[src/rtl/add_share_pkg.sv]
// Shared constants and types for the shared-adder arbiter.
package add_share_pkg;

    // Default datapath width of the shared adder.
    localparam int ADD_W        = 32;
    // Default number of requesters and the matching index width.
    localparam int ADD_NREQ     = 3;
    localparam int ADD_REQ_ID_W = $clog2(ADD_NREQ);

    // Result register occupancy.
    typedef enum logic {
        ST_EMPTY = 1'b0,
        ST_FULL  = 1'b1
    } arb_state_t;

endpackage : add_share_pkg

[src/rtl/add_share_arb_add.sv]
// Plain modulo-2^WIDTH adder shared by all requesters of add_share_arb.
module Add #(
    parameter int WIDTH = 32
) (
    input  logic [WIDTH-1:0] a,
    input  logic [WIDTH-1:0] b,
    output logic [WIDTH-1:0] sum
);

    // Carry out is intentionally discarded.
    assign sum = a + b;

endmodule : Add

[src/rtl/add_share_arb.sv]
// Round-robin arbiter that sequences several requesters through one shared
// adder and holds the registered sum until the consumer accepts it.
module add_share_arb
    import add_share_pkg::*;
#(
    parameter int NREQ  = 3,
    parameter int WIDTH = ADD_W,
    parameter int IDW   = $clog2(NREQ)
) (
    input  logic                  clk,
    input  logic                  rst_n,
    input  logic [NREQ-1:0]       req_valid,
    output logic [NREQ-1:0]       req_ready,
    input  logic [NREQ*WIDTH-1:0] req_a,
    input  logic [NREQ*WIDTH-1:0] req_b,
    output logic                  resp_valid,
    input  logic                  resp_ready,
    output logic [WIDTH-1:0]      resp_sum,
    output logic [IDW-1:0]        resp_id
);

    // First set bit of valid, searching upward from ptr with wrap-around.
    // Each pointer value selects its own fixed rotation, so no arithmetic on
    // ptr is needed at run time.
    function automatic logic [NREQ-1:0] rr_grant(input logic [NREQ-1:0] valid,
                                                 input logic [IDW-1:0]  ptr);
        logic [NREQ-1:0] grant;
        logic            found;
        grant = '0;
        found = 1'b0;
        for (int p = 0; p < NREQ; p++) begin
            if (ptr == IDW'(p)) begin
                for (int k = 0; k < NREQ; k++) begin
                    if (!found && valid[(p + k) % NREQ]) begin
                        grant[(p + k) % NREQ] = 1'b1;
                        found                 = 1'b1;
                    end
                end
            end
        end
        return grant;
    endfunction

    // Index of the single set bit of a one-hot grant (0 when empty).
    function automatic logic [IDW-1:0] onehot_to_idx(input logic [NREQ-1:0] oh);
        logic [IDW-1:0] idx;
        idx = '0;
        for (int i = 0; i < NREQ; i++) begin
            if (oh[i]) begin
                idx = IDW'(i);
            end
        end
        return idx;
    endfunction

    // Successor of an index modulo NREQ, resolved as a constant lookup.
    function automatic logic [IDW-1:0] next_idx(input logic [IDW-1:0] idx);
        logic [IDW-1:0] nxt;
        nxt = '0;
        for (int i = 0; i < NREQ; i++) begin
            if (idx == IDW'(i)) begin
                nxt = (i == NREQ - 1) ? IDW'(0) : IDW'(i + 1);
            end
        end
        return nxt;
    endfunction

    arb_state_t       state_r;
    arb_state_t       state_next_s;
    logic [IDW-1:0]   ptr_r;
    logic [WIDTH-1:0] sum_r;
    logic [IDW-1:0]   id_r;

    logic             can_accept_s;
    logic [NREQ-1:0]  grant_s;
    logic             transfer_s;
    logic [IDW-1:0]   grant_idx_s;
    logic [WIDTH-1:0] a_sel_s;
    logic [WIDTH-1:0] b_sel_s;
    logic [WIDTH-1:0] add_sum_s;

    // Grant selection, operand steering and next-state decode.
    always_comb begin
        can_accept_s = (state_r == ST_EMPTY) || resp_ready;
        if (can_accept_s && rst_n) begin
            grant_s = rr_grant(req_valid, ptr_r);
        end else begin
            grant_s = '0;
        end
        transfer_s  = |grant_s;
        grant_idx_s = onehot_to_idx(grant_s);

        a_sel_s = '0;
        b_sel_s = '0;
        for (int i = 0; i < NREQ; i++) begin
            if (grant_s[i]) begin
                a_sel_s = req_a[i*WIDTH +: WIDTH];
                b_sel_s = req_b[i*WIDTH +: WIDTH];
            end else begin
                a_sel_s = a_sel_s;
                b_sel_s = b_sel_s;
            end
        end

        case (state_r)
            ST_EMPTY: begin
                state_next_s = transfer_s ? ST_FULL : ST_EMPTY;
            end
            ST_FULL: begin
                if (transfer_s) begin
                    state_next_s = ST_FULL;
                end else if (resp_ready) begin
                    state_next_s = ST_EMPTY;
                end else begin
                    state_next_s = ST_FULL;
                end
            end
            default: begin
                state_next_s = ST_EMPTY;
            end
        endcase
    end

    Add #(.WIDTH(WIDTH)) u_add (
        .a   (a_sel_s),
        .b   (b_sel_s),
        .sum (add_sum_s)
    );

    // State, priority pointer and result register; result and pointer move only on a transfer.
    always_ff @(posedge clk or negedge rst_n) begin
        if (!rst_n) begin
            state_r <= ST_EMPTY;
            ptr_r   <= '0;
            sum_r   <= '0;
            id_r    <= '0;
        end else begin
            state_r <= state_next_s;
            if (transfer_s) begin
                ptr_r <= next_idx(grant_idx_s);
                sum_r <= add_sum_s;
                id_r  <= grant_idx_s;
            end else begin
                ptr_r <= ptr_r;
                sum_r <= sum_r;
                id_r  <= id_r;
            end
        end
    end

    assign req_ready  = grant_s;
    assign resp_valid = (state_r == ST_FULL);
    assign resp_sum   = sum_r;
    assign resp_id    = id_r;

endmodule : add_share_arb
[config.mk]
export PLATFORM = sky130hd
export DESIGN_NAME = add_share_arb
export DESIGN_NICKNAME = d
export VERILOG_FILES = /design/src/rtl/add_share_pkg.sv /design/src/rtl/add_share_arb_add.sv /design/src/rtl/add_share_arb.sv
export SDC_FILE = /design/constraint.sdc
export NUM_CORES = 1
export LEC_CHECK = 0
export ABC_CLOCK_PERIOD_IN_PS = 3600
export BUFFER_PORTS_ARGS = -buffer_cell sky130_fd_sc_hd__buf_2
export CAP_MARGIN = 15
export CELL_PAD_IN_SITES_DETAIL_PLACEMENT = 1
export CELL_PAD_IN_SITES_GLOBAL_PLACEMENT = 1
export CORE_UTILIZATION = 27
export DETAILED_ROUTE_END_ITERATION = 10
export PLACE_DENSITY = 0.89
export SLEW_MARGIN = 20
export SYNTH_ARGS = -nofsm -noshare
export SYNTH_HDL_FRONTEND = slang
export SYNTH_SLANG_ARGS = --single-unit
[constraint.sdc]
create_clock -name clk -period 3.6 [get_ports clk]
set_clock_uncertainty 0.1 [all_clocks]
set_input_delay 0 -clock clk [delete_from_list [all_inputs] [get_ports clk]]
set_output_delay 0 -clock clk [all_outputs]
set_load 0.02 [all_outputs]
Word-level counts from Yosys, hierarchy flattened
Cells that the tools add are included.
Cells by class
  add/sub/neg operators: 1
  eq/ne operators: 4
  mux-type cells: 51
  bitwise operators: 1
  reductions and logical operators: 21
Operator list (number)
  $mux 32: 6
  $mux 1: 37
  $add 32x32->32: 1
  $mux 3: 4
  $logic_and 1x1->1: 9
  $logic_not 1->1: 8
  $mux 2: 3
  $eq 2x1->1 const B: 2
  $eq 2x2->1 const B: 2
  $logic_not 2->1: 2
  $reduce_or 3->1: 1
  $pmux 1 s2: 1
  $logic_or 1x1->1: 1
  $not 1->1: 1
Word-level totals
  register bits after elaboration: 37
  output and inout port bits: 38
  word-level logic and storage cells: 82

Depth between registers and ports, before layout
Gate-level depths: netlist (run 1).
  word-level depth: 50
  mapped depth: 19

Hierarchy
A second synthesis (run 1) with hierarchy kept.
Unflattened totals
  cell total of the unflattened synthesis: 477
  area, all modules: 4295.4 sq um
Modules (own cells, without submodules)
  add_share_arb: times used 1, cells an instance 256, area each 2693.8 sq um, seq. area each 900.9 sq um
  Add: times used 1, cells an instance 221, area each 1601.5 sq um, seq. area each 0.0 sq um

Worst setup path before layout (run 1)
OpenSTA, ideal clock, no wires.
  path kind: register to register
  start: reg state_r (netlist: resp_valid)
  end: reg sum_r[18] (netlist: resp_sum[18])
  setup time: 137 ps
  arrival: 3883 ps
  data required time: 3363 ps
  slack: -520 ps
  stages on the path, launching flop included: 19
  buffers on the path: 1
  path through: dfrtp_1 nand2b_1 and2_1 nand4_1 inv_2 buf_1 a222oi_1 inv_1 ha_1 fa_1 a21oi_1 o22ai_1 a2111oi_4 o21bai_1 a21oi_2 o21ai_1 a211oi_1 xor2_1 a21oi_1
On the way
  elaborated cells between the ends (all ways): 12
  those cells by class: add/sub (1); mux (7); bitwise (1); reduce/logical (3)
RTL lines
  from (decl): RTL line add_share_arb.sv:68  | arb_state_t state_r;
  from (signal assigned): RTL line add_share_arb.sv:138  | state_r <= state_next_s;
  $not 1->1 *: RTL line add_share_arb.sv:84  | can_accept_s = (state_r == ST_EMPTY) || resp_ready;
  $logic_or 1x1->1 *: RTL line add_share_arb.sv:84
  $logic_and 1x1->1 *: RTL line add_share_arb.sv:85  | if (can_accept_s && rst_n) begin
  $mux 3 *: RTL line add_share_arb.sv:85
  via req_ready[1]: RTL line add_share_arb.sv:13  | output logic [NREQ-1:0] req_ready,
  $mux 32 (2 in a row): RTL line add_share_arb.sv:96  | if (grant_s[i]) begin
  $add 32x32->32: RTL line add_share_arb_add.sv:11  | assign sum = a + b;
  to (signal assigned): RTL line add_share_arb.sv:141  | sum_r <= add_sum_s;
  to (signal assigned): RTL line add_share_arb.sv:145  | sum_r <= sum_r;
  to (decl): RTL line add_share_arb.sv:71  | logic [WIDTH-1:0] sum_r;
The timed path passes the listed nets; every way through them passes the cells marked *.
A chain may end at the register's enable or synchronous reset.

==> impl_metrics.csv, run 1 <==
group,metric,value,unit
run_status,outcome,"finished, violations left",
run_status,failed_checks,"negative setup slack",
worst_setup_path,critical_path.slowest_cell,"dfrtp_2",
floorplanning,io_pins,236,
worst_setup_path,rr_startpoint,"resp_id[0]",
yosys,ys_warn_count,0,
placement,dp_slack,-0.215,ns
worst_setup_path,r2r_slack,-0.68,ns
power,p_leak,3.35,nW
worst_setup_path,crit_buf_inv,3,
clock_tree,root_buffer,"clkbuf_16",
floorplanning,die_area,15100,um^2
worst_setup_path,cp.depth,18,
yosys,yosysSeqAreaShare,0.228,
yosys,synth-seq-cells,36,
power,power.density,751,nW/um^2
yosys,synth_largest_area_cell,"dfrtp_1",
detailed_routing,vias_per_cell,5.78,
yosys,synthTopCellsByCount,"a21oi_1 (88), nor2_1 (85), o22ai_1 (50), dfrtp_1 (36), nand2_1 (36)",
detailed_routing,drc,0,
global_route,antenna_found_initial,1,
yosys,synth.most_common_cell,"a21oi_1",
worst_setup_path,end_kind,"flop",
global_route,grt_max_degree,37,
power,p_total,0.00489,W
timing,setup_ws,-0.677,ns
clock_tree,ctsHtreeMaxLevel,2,
timing,fmax,234,MHz
worst_hold_path,hp-class,"in2reg",
yosys,synth_edf_count,0,
worst_setup_path,cp_cell_sequence,"nor2_1, a22o_1, nand3_2, buf_4, buf_4, o22ai_1, nor2_1, ha_1, o21ai_1, o21ai_2, a2111o_1, and4_1, nor3_2, buf_4, o21bai_4, a21oi_2, xor2_1, o21ai_1",
final_layout,final_nets,1071,
floorplanning,initial_core_util,0.281,
yosys,syn_nets,778,
global_route,grt_pass1_wl,30200,um
yosys,synth_area_leaders,"dfrtp_1 (23%), a21oi_1 (11%), ha_1 (9.8%)",
yosys,syn_area_per_cell,7.22,um^2
flow_run,maxCapViolations,0,
power,ir_worst_vdd,0.324,mV
global_route,gr-usage-all-layers,0.258,
detailed_routing,totalWireLength,23500,um
global_route,grt-ovfl-total,0,
placement,place_hpwl,15400,um
timing,period_minus_slack,4.28,ns
floorplanning,core_area,14100,um^2
worst_setup_path,reg2reg_depth,18,
final_layout,fin_util,0.462,
timing,slew_viol_final,0,
worst_setup_path,crit_family,"compound AO/OA/AOI/OAI gates",
placement,port_buffers,235,
placement,globalplace.congestion,0.886,
timing,setup-violations-final,24,
detailed_routing,final_antenna_net_count,0,
placement,dp_cells,999,
final_layout,drive_above_1_share,0.473,
worst_setup_path,critPathMaxStageDelay,0.47,ns
yosys,synthFlopType,"dfrtp_1",
yosys,postSynth.asyncResetShare,1.00,
detailed_routing,wl_met2,11200,um
floorplanning,die_x,123,um
floorplanning,core.rowCount,43,
worst_setup_path,worstSetupPathType,"reg2reg",
worst_setup_path,crit_path_start_kind,"flop",
detailed_routing,wl_met3,1770,um
global_route,grt_pass1_vias,5845,
clock_tree,cts_tree,"done",
detailed_routing,routedLengthMet1,8910,um
worst_setup_path,reg2reg_to,"resp_sum[23]",
yosys,syn_area,3960,um^2
worst_setup_path,crit_path_start,"resp_id[0]",
clock_tree,clk_latency,0.29,ns
timing,worst_pin_slew,0.770,ns
floorplanning,die_y,123,um
timing,rsz0062_at_grt,"yes",
worst_setup_path,endpoint,"resp_sum[23]",
final_layout,final_cell_count_no_fill,1024,
worst_setup_path,critical_path_arrival,4.34,ns
detailed_routing,drt_iter0_markers,533,
clock_tree,cts.path.max_buffers,2,
timing,post-route-period-util,1.19,
clock_tree,cts_num_sinks,36,
detailed_routing,highest_layer,"met4",
yosys,synth_top_cell_area_share,0.228,
detailed_routing,wl_per_cell,22.9,um
clock_tree,cts_buffers,5,
final_layout,fill_cells,1783,
worst_setup_path,crit_required,3.67,ns
final_layout,syn2layout_area_growth,64.7,%
worst_setup_path,cp_max_fo,12,
detailed_routing,dr.pass1.iters,6,
yosys,synth_cells,548,
timing,hold_viol,0,
timing,slew_headroom,0.486,
clock_tree,path_clk_slew,0.06,ns
worst_setup_path,path_common_cell,"buf_4",
detailed_routing,via_count,5920,
yosys,yosysUniqueCellTypes,55,
-- placed cells by master, fill, tap and decap left out, types with 14 or more instances in the layout --
| master | n |
|---|---|
| dfrtp_1 | 34 |
| a222oi_1 | 14 |
| ha_1 | 30 |
| a21oi_1 | 79 |
| inv_1 | 25 |
| buf_2 | 235 |
| nor2_1 | 78 |
| o21ai_0 | 16 |
| buf_4 | 75 |
| nand2_1 | 32 |
| o22ai_1 | 48 |
-- worst register-to-register path, delay by kind of cell (launching register included) --
kind	cells	cell delay, ns
AO/OA/AOI/OAI	8	1.53
AND/OR/NAND/NOR	5	0.85
buffers and inverters	3	0.62
flip-flops	1	0.47
adder cells (fa/ha/maj)	1	0.38
XOR/XNOR	1	0.20
-- metal layers --
layer  global-route usage  vias up
li1                     -     2615
met1                0.310     2821
met2                0.450      352
met3               0.0494      132
met4                0.105        0
met5                    0        -
-- how the worst min path moves through the flow --
stage,from,end,slack [ns],cells past startpoint
final,req_a[64],resp_sum[0],0.23,6
after global routing,req_a[64],resp_sum[0],0.25,6
after CTS,req_a[64],resp_sum[0],0.20,6
after detailed placement,rst_n,resp_sum[21],0.08,2
after global placement,rst_n,resp_sum[21],0.08,2
after floorplan,rst_n,ptr_r[0],-0.40,0
-- through the flow --
stage / setup TNS, ns / area [um^2] / hold slack (ns)
after CTS: -1.88 / 6270 / 0.197
after detailed placement: -1.87 / 5900 / 0.0818
after global routing: -12.80 / 6510 / 0.246
after floorplan: -0.554 / 4040 / -0.396
final: -9.82 / 6510 / 0.232
after global placement: -0.466 / 5900 / 0.0756
-- sequential cells by signal, summed over array words and instances, names as in the netlist --
| register | flops |
|---|---|
| resp_id | 2 |
| ptr_r | 1 |
| resp_sum | 32 |
| resp_valid | 1 |
-- what timing repair did --
item                                    in CTS  in global routing
pin swaps                                   29                 18
gates resized for setup                     28                 42
setup buffers                                9                  5
hold buffers                                 2                  0
hold endpoints to repair                    37                  0
cloned                                       0                  0
endpoints found under the setup margin      19                 23
-- area by class of cell --
type / count / area, um^2 / area share
Clock buffer: 6 / 129 / 0.0198
Sequential cell: 36 / 903 / 0.139
Multi-Input combinational cell: 448 / 3170 / 0.486
Inverter: 27 / 106 / 0.0163
Timing Repair Buffer: 323 / 1940 / 0.299
Clock inverter: 2 / 35.0 / 0.00538
Tap cell: 180 / 225 / 0.0346
Antenna cell: 2 / 5.00 / 0.000768
-- power by group --
| part | switching (W) | total [W] | internal, W |
|---|---|---|---|
| Clock | 0.000190 | 0.000516 | 0.000326 |
| Sequential | 0.000139 | 0.000746 | 0.000607 |
| Combinational | 0.00219 | 0.00363 | 0.00144 |
| Total | 0.00252 | 0.00489 | 0.00237 |
-- logic make-up (layout without fill, tap and decap cells) --
| group | Yosys count | after routing | synth area share |
|---|---|---|---|
| AO/OA/AOI/OAI | 235 | 235 | 0.380 |
| AND/OR/NAND/NOR | 157 | 157 | 0.173 |
| buffers and inverters | 64 | 358 | 0.0630 |
| flip-flops | 36 | 36 | 0.228 |
| adder cells (fa/ha/maj) | 32 | 32 | 0.103 |
| XOR/XNOR | 24 | 24 | 0.0531 |
| other | 0 | 2 | 0 |
No activity file was read; power rests on OpenSTA's default activity.
==> run 2, diff against run 1 <==
--- a/config.mk
+++ b/config.mk
@@ -6,14 +6,15 @@
 export NUM_CORES = 1
 export LEC_CHECK = 0
 export ABC_CLOCK_PERIOD_IN_PS = 3600
-export BUFFER_PORTS_ARGS = -buffer_cell sky130_fd_sc_hd__buf_2
+export BUFFER_PORTS_ARGS = -buffer_cell sky130_fd_sc_hd__buf_4
 export CAP_MARGIN = 15
 export CELL_PAD_IN_SITES_DETAIL_PLACEMENT = 1
 export CELL_PAD_IN_SITES_GLOBAL_PLACEMENT = 1
-export CORE_UTILIZATION = 27
+export CORE_UTILIZATION = 29
 export DETAILED_ROUTE_END_ITERATION = 10
 export PLACE_DENSITY = 0.89
 export SLEW_MARGIN = 20
 export SYNTH_ARGS = -nofsm -noshare
 export SYNTH_HDL_FRONTEND = slang
+export SYNTH_HIERARCHICAL = 1
 export SYNTH_SLANG_ARGS = --single-unit
==> run 2 against run 1 <==
  * The flow still finishes with violations (negative setup slack)
  * Synthesized cell count fell by 13%
  * Global-route usage fell by 0.44 points
  * Sequential share of layout area fell by 2.4 points
  * Largest cell class unchanged
  * First-iteration DRC count fell by 46%
  * Clock power fell by 1%
  * Core utilization rose by 8.1 points
  * Critical path type unchanged
  * Combinational power fell by 16%
  * Non-clock buffer count rose by 29
  * Worst setup slack improved by 0.36 ns
  * Final cell count fell by 4.1%
==> impl_metrics.csv, run 2 <==
group,metric,value,unit
worst_setup_path,cp_cell_sequence,"buf_6, nand2_2, nand4_1, nor2_4, buf_12, clkbuf_16, a221o_1, ha_1, and3_4, a221oi_4, a221o_2, o2111ai_4, o211ai_4, o31ai_4, o21ai_1, xnor2_1, mux2_2",
floorplanning,core_area,14500,um^2
power,p_int,0.00245,W
yosys,syn_area_per_cell,9.00,um^2
power,switching_share,0.426,
timing,slew_viol_final,0,
detailed_routing,via_count,5614,
placement,port_buffers,235,
yosys,synth_top_cell_area_share,0.210,
yosys,synth-seq-cells,36,
final_layout,final_cell_mix,"buf_4 (325), a221o_1 (64), and3_1 (58)",
clock_tree,path_clk_slew,0.06,ns
power,clockPowerShare,0.119,
floorplanning,die_area,15300,um^2
timing,hold_viol,0,
global_route,gr-usage-all-layers,0.254,
power,power.density,543,nW/um^2
worst_setup_path,r2r_slack,-0.31,ns
clock_tree,ctsHtreeMaxLevel,2,
run_status,failed_checks,"negative setup slack",
placement,place_hpwl,15500,um
worst_hold_path,hp-class,"in2reg",
power,p_seq_frac,0.165,
timing,period_minus_slack,3.91,ns
clock_tree,cts_num_sinks,36,
power,pwr-share-comb,0.715,
worst_setup_path,critical_path_arrival,3.98,ns
floorplanning,io_pins,236,
clock_tree,cts.path.max_buffers,2,
final_layout,largest_reg_flops,32,
detailed_routing,dr.pass1.iters,5,
worst_setup_path,end_kind,"flop",
timing,post-route-period-util,1.09,
timing,fin_tns_setup,-2.94,ns
yosys,yosysUniqueCellTypes,56,
run_status,outcome,"finished, violations left",
worst_setup_path,crit_path_start_kind,"flop",
detailed_routing,wl_per_cell,23.1,um
timing,worst_pin_slew,0.858,ns
global_route,grt_max_degree,32,
final_layout,fin_area,7860,um^2
power,p_total,0.00427,W
clock_tree,cts_tree,"done",
yosys,synthTopCellsByCount,"and3_1 (66), a221o_1 (64), dfrtp_1 (36), a21oi_1 (35), ha_1 (31)",
worst_setup_path,crit_required,3.66,ns
power,p_switching,0.00182,W
worst_setup_path,crit_family,"compound AO/OA/AOI/OAI gates",
timing,fmax,256,MHz
global_route,antenna_found_initial,0,
worst_setup_path,cp_max_fo,6,
detailed_routing,vias_per_cell,5.72,
detailed_routing,drt_iter0_markers,286,
detailed_routing,totalWireLength,22600,um
yosys,synth_edf_count,0,
power,p_leak,3.98,nW
flow_run,maxCapViolations,0,
placement,dp_slack,-0.341,ns
final_layout,final_common_cell,"buf_4",
timing,slew_headroom,0.427,
final_layout,final_nets,1026,
final_layout,final_cell_count_no_fill,982,
final_layout,drive_above_1_share,0.577,
yosys,synth.most_common_cell,"and3_1",
placement,dp_cells,946,
yosys,ys_warn_count,6,
detailed_routing,final_antenna_net_count,0,
floorplanning,die_x,124,um
clock_tree,cts_buffers,5,
worst_setup_path,worstSetupPathType,"reg2reg",
global_route,grt_pass1_wl,29700,um
yosys,syn_area,4300,um^2
yosys,synth_area_leaders,"dfrtp_1 (21%), a221o_1 (15%), and3_1 (9.6%)",
timing,rsz0062_at_grt,"yes",
placement,globalplace.congestion,0.886,
clock_tree,root_buffer,"clkbuf_16",
global_route,grt_pass1_vias,5695,
detailed_routing,drc,0,
floorplanning,initial_core_util,0.297,
placement,placed_cell_area,6830,um^2
yosys,yosysSeqAreaShare,0.210,
yosys,synth_cells,477,
worst_setup_path,critPathMaxStageDelay,0.45,ns
yosys,postSynth.asyncResetShare,1.00,
worst_setup_path,crit_buf_inv,3,
worst_setup_path,critical_path.slowest_cell,"dfrtp_2",
floorplanning,core.rowCount,44,
yosys,synth_largest_area_cell,"dfrtp_1",
global_route,grt-ovfl-total,0,
timing,setup_ws,-0.313,ns
power,ir_worst_vdd,0.277,mV
floorplanning,die_y,124,um
yosys,synthFlopType,"dfrtp_1",
timing,setup-violations-final,17,
final_layout,syn2layout_area_growth,82.9,%
yosys,syn_nets,707,
clock_tree,clk_latency,0.28,ns
[run 2: cell count changes after synthesis, moves of 7 or more]
cell      change
nor2_1       -73
a221o_1      +64
and3_1       +62
a21oi_1      -53
o22ai_1      -49
mux2_2       +25
nand2_1      -18
inv_1        -17
a222oi_1     -14
clkbuf_1     -13
buf_2        +12
buf_6         +8
xnor2_1       +8
mux2_1        +7
[run 2: cells by family after synthesis]
| group | share of synthesized area |
|---|---|
| AO/OA/AOI/OAI | 0.311 |
| flip-flops | 0.210 |
| AND/OR/NAND/NOR | 0.177 |
| buffers and inverters | 0.0641 |
| XOR/XNOR | 0.0591 |
| multiplexers | 0.0839 |
| adder cells (fa/ha/maj) | 0.0950 |
[run 2: through the flow]
step            util  hold WS, ns
3_3_place_gp   0.472       -0.154
4_1_cts        0.508       0.0286
2_1_floorplan      -       -0.396
5_1_grt        0.543        0.190
6_report       0.543        0.162
3_5_place_dp   0.472       -0.151
[run 2: path summary, 6_finish.rpt]
kind,start,to,cells past startpoint
worst max-delay path,resp_id[0],resp_sum[28],17
worst min-delay path,req_valid[2],ptr_r[0],4
worst max register to register,resp_id[0],resp_sum[28],17
worst min register to register,resp_id[1],resp_id[1],1
max in group asynchronous,rst_n,resp_valid,3
min in group asynchronous,rst_n,resp_id[0],3
[run 2: tightest hold or removal path: cells and delay by family]
kind	cells	cell delay [ns]
AND/OR/NAND/NOR	2	0.25
buffers and inverters	1	0.16
AO/OA/AOI/OAI	1	0.07
[run 2: cell type report]
class                           count  area [um^2]
Antenna cell                        1         2.50
Clock buffer                        6          129
Clock inverter                      2         35.0
Fill cell                        1642         6620
Inverter                            8         30.0
Multi-Input combinational cell    393         3670
Sequential cell                    36          903
Tap cell                          184          230
Timing Repair Buffer              352         2860
[run 2: layer usage]
layer | vias up | part of all wire | global-route usage
met1 | 2787 | 0.40 | 0.318
met4 | 0 | 0.031 | 0.0655
met2 | 246 | 0.51 | 0.451
met3 | 58 | 0.058 | 0.0357
met5 | - | 0 | 0
li1 | 2523 | - | -
[run 2: power groups by stage]
stage | clock (W) | combinational, W | sequential (W)
2_1_floorplan | 0 | 0.00123 | 0.000868
6_report | 0.000509 | 0.00305 | 0.000706
3_3_place_gp | 0 | 0.00248 | 0.000688
3_5_place_dp | 0 | 0.00254 | 0.000699
4_1_cts | 0.000511 | 0.00270 | 0.000697
5_1_grt | 0.000532 | 0.00323 | 0.000729
[run 2: timing repair]
item                                    CTS  global route
endpoints found under the setup margin   14            22
resized for setup                        46            52
endpoints found under the hold margin    38             0
gates cloned                              0             5
pin swaps                                25            23
setup buffers                            10             8
hold buffers                              4             0
==> run 3, diff against run 2 <==
--- a/config.mk
+++ b/config.mk
@@ -18,3 +18,4 @@
 export SYNTH_HDL_FRONTEND = slang
 export SYNTH_HIERARCHICAL = 1
 export SYNTH_SLANG_ARGS = --single-unit
+export TNS_END_PERCENT = 5
==> run 3 against run 2 <==
  * The run still ends with negative setup slack left
  * Global-route usage up 0.10 points
  * Sequential share of layout area rose by 0.68 points
  * Flip-flop and latch count did not move
  * Sequential power decreased by 2%
  * Design area shrank 5.6%
  * Register-to-register slack got worse by 0.06 ns
  * Core utilization fell by 3.0 points
  * First-iteration DRC count is 8.4% lower
  * Critical path depth unchanged
  * Fmax shrank 1.5%
  * Via count fell by 4.0%
  * Hold slack worse by 0.067 ns
  * Critical path type unchanged
  * Highest routed layer is now met5
==> impl_metrics.csv, run 3 (synthesis results as in run 2) <==
group,metric,value,unit
detailed_routing,via_count,5392,
final_layout,syn2layout_area_growth,72.7,%
final_layout,drive_above_1_share,0.551,
run_status,outcome,"finished, violations left",
global_route,antenna_found_initial,3,
global_route,gr-usage-all-layers,0.255,
final_layout,final_common_cell,"buf_4",
worst_setup_path,cp_cell_sequence,"buf_4, a21oi_1, o211a_2, buf_12, buf_4, a221o_1, ha_4, nand2_1, o21ai_0, nor2_1, a31oi_1, o211ai_2, buf_4, o31ai_4, o21ai_2, xnor2_1, mux2_4",
worst_setup_path,path_common_cell,"buf_4",
worst_setup_path,crit_buf_inv,4,
worst_hold_path,hp-class,"in2async",
power,ir_worst_vdd,0.335,mV
detailed_routing,final_antenna_net_count,0,
run_status,failed_checks,"negative setup slack",
timing,hold_viol,0,
clock_tree,cts_buffers,5,
final_layout,final_cell_mix,"buf_4 (321), and3_1 (65), a221o_1 (64)",
global_route,grt_pass1_vias,5435,
detailed_routing,drc,0,
detailed_routing,totalWireLength,20900,um
placement,globalplace.congestion,0.941,
floorplanning,initial_core_util,0.297,
floorplanning,core_area,14500,um^2
final_layout,ff_latch_area,903,um^2
timing,setup_ws,-0.371,ns
worst_setup_path,end_kind,"flop",
placement,dp_cells,933,
clock_tree,ctsHtreeMaxLevel,2,
clock_tree,cts_num_sinks,36,
global_route,grt_max_degree,34,
final_layout,n_antenna_cell,0,
final_layout,multi_input_area,3470,um^2
placement,dp_slack,-0.326,ns
timing,fmax,252,MHz
worst_setup_path,crit_path_start_kind,"flop",
clock_tree,clk_latency,0.30,ns
final_layout,fin_util,0.512,
worst_setup_path,critical_path.slowest_cell,"dfrtp_1",
timing,post-route-period-util,1.10,
flow_run,maxCapViolations,0,
detailed_routing,vias_per_cell,5.59,
global_route,grt-ovfl-total,0,
worst_setup_path,critPathMaxStageDelay,0.39,ns
final_layout,largest_reg_flops,32,
timing,worst_pin_slew,1.00,ns
final_layout,final_cell_count_no_fill,964,
global_route,grt_pass1_wl,29500,um
worst_setup_path,crit_required,3.68,ns
timing,setup-violations-final,17,
worst_setup_path,crit_family,"compound AO/OA/AOI/OAI gates",
timing,rsz0062_at_grt,"yes",
timing,slew_viol_final,0,
clock_tree,cts.path.max_buffers,2,
power,power.density,533,nW/um^2
timing,fin_tns_setup,-3.51,ns
floorplanning,die_y,124,um
clock_tree,root_buffer,"clkbuf_16",
detailed_routing,dr.pass1.iters,5,
floorplanning,die_x,124,um
placement,port_buffers,235,
detailed_routing,drt_iter0_markers,262,
worst_setup_path,worstSetupPathType,"reg2reg",
power,p_leak,3.89,nW
worst_setup_path,critical_path_arrival,4.05,ns
clock_tree,path_clk_slew,0.07,ns
floorplanning,die_area,15300,um^2
final_layout,final_nets,1009,
final_layout,fill_cells,1695,
timing,slew_headroom,0.329,
worst_setup_path,cp_max_fo,31,
floorplanning,io_pins,236,
timing,period_minus_slack,3.97,ns
power,p_total,0.00395,W
clock_tree,cts_tree,"done",
placement,place_hpwl,15300,um
detailed_routing,wl_per_cell,21.7,um
floorplanning,core.rowCount,44,
-- run 3: what timing repair did --
item,4_1_cts,5_1_grt
endpoints found under the setup margin,18,22
gates resized for setup,23,45
pin swaps,26,29
cloned,2,1
hold endpoints to repair,38,0
hold buffers,4,0
buffers inserted,7,10
-- run 3: final timing paths --
kind / endpoint / slack [ns] / from / depth (start not counted)
min in group clk: resp_sum[0] / 0.12 / req_a[64] / 4
max in group asynchronous: resp_valid / 2.46 / rst_n / 3
hold / removal: ptr_r[0] / 0.1 / rst_n / 2
setup / recovery: resp_sum[28] / -0.37 / ptr_r[0] / 17
hold reg to reg: resp_id[1] / 0.39 / resp_id[1] / 1
setup reg to reg: resp_sum[28] / -0.37 / ptr_r[0] / 17
-- run 3: report_power, final --
group | total, W | switching [W] | internal (W)
Combinational | 0.00279 | 0.00139 | 0.00140
Sequential | 0.000694 | 0.000113 | 0.000581
Clock | 0.000471 | 0.000197 | 0.000274
Total | 0.00395 | 0.00170 | 0.00226
-- run 3: cell type report --
class | count | share of cell area
Sequential cell | 36 | 0.122
Clock inverter | 2 | 0.00135
Multi-Input combinational cell | 393 | 0.468
Timing Repair Buffer | 335 | 0.355
Tap cell | 184 | 0.0310
Clock buffer | 6 | 0.0187
Inverter | 8 | 0.00405
-- run 3: stage by stage --
step	area [um^2]	hold slack [ns]
after floorplan	4310	-0.396
after global placement	6690	-0.269
after detailed placement	6690	-0.268
after CTS	7090	0.0874
after global routing	7420	0.0979
final	7420	0.0950
-- run 3: routing by layer --
metal  track usage  vias to the layer above  routed length [um]
li1              -                     2487                   -
met4        0.0565                        6                 424
met1         0.323                     2658                8900
met2         0.434                      198               10300
met3        0.0609                       43                1210
met5             0                        -                  40
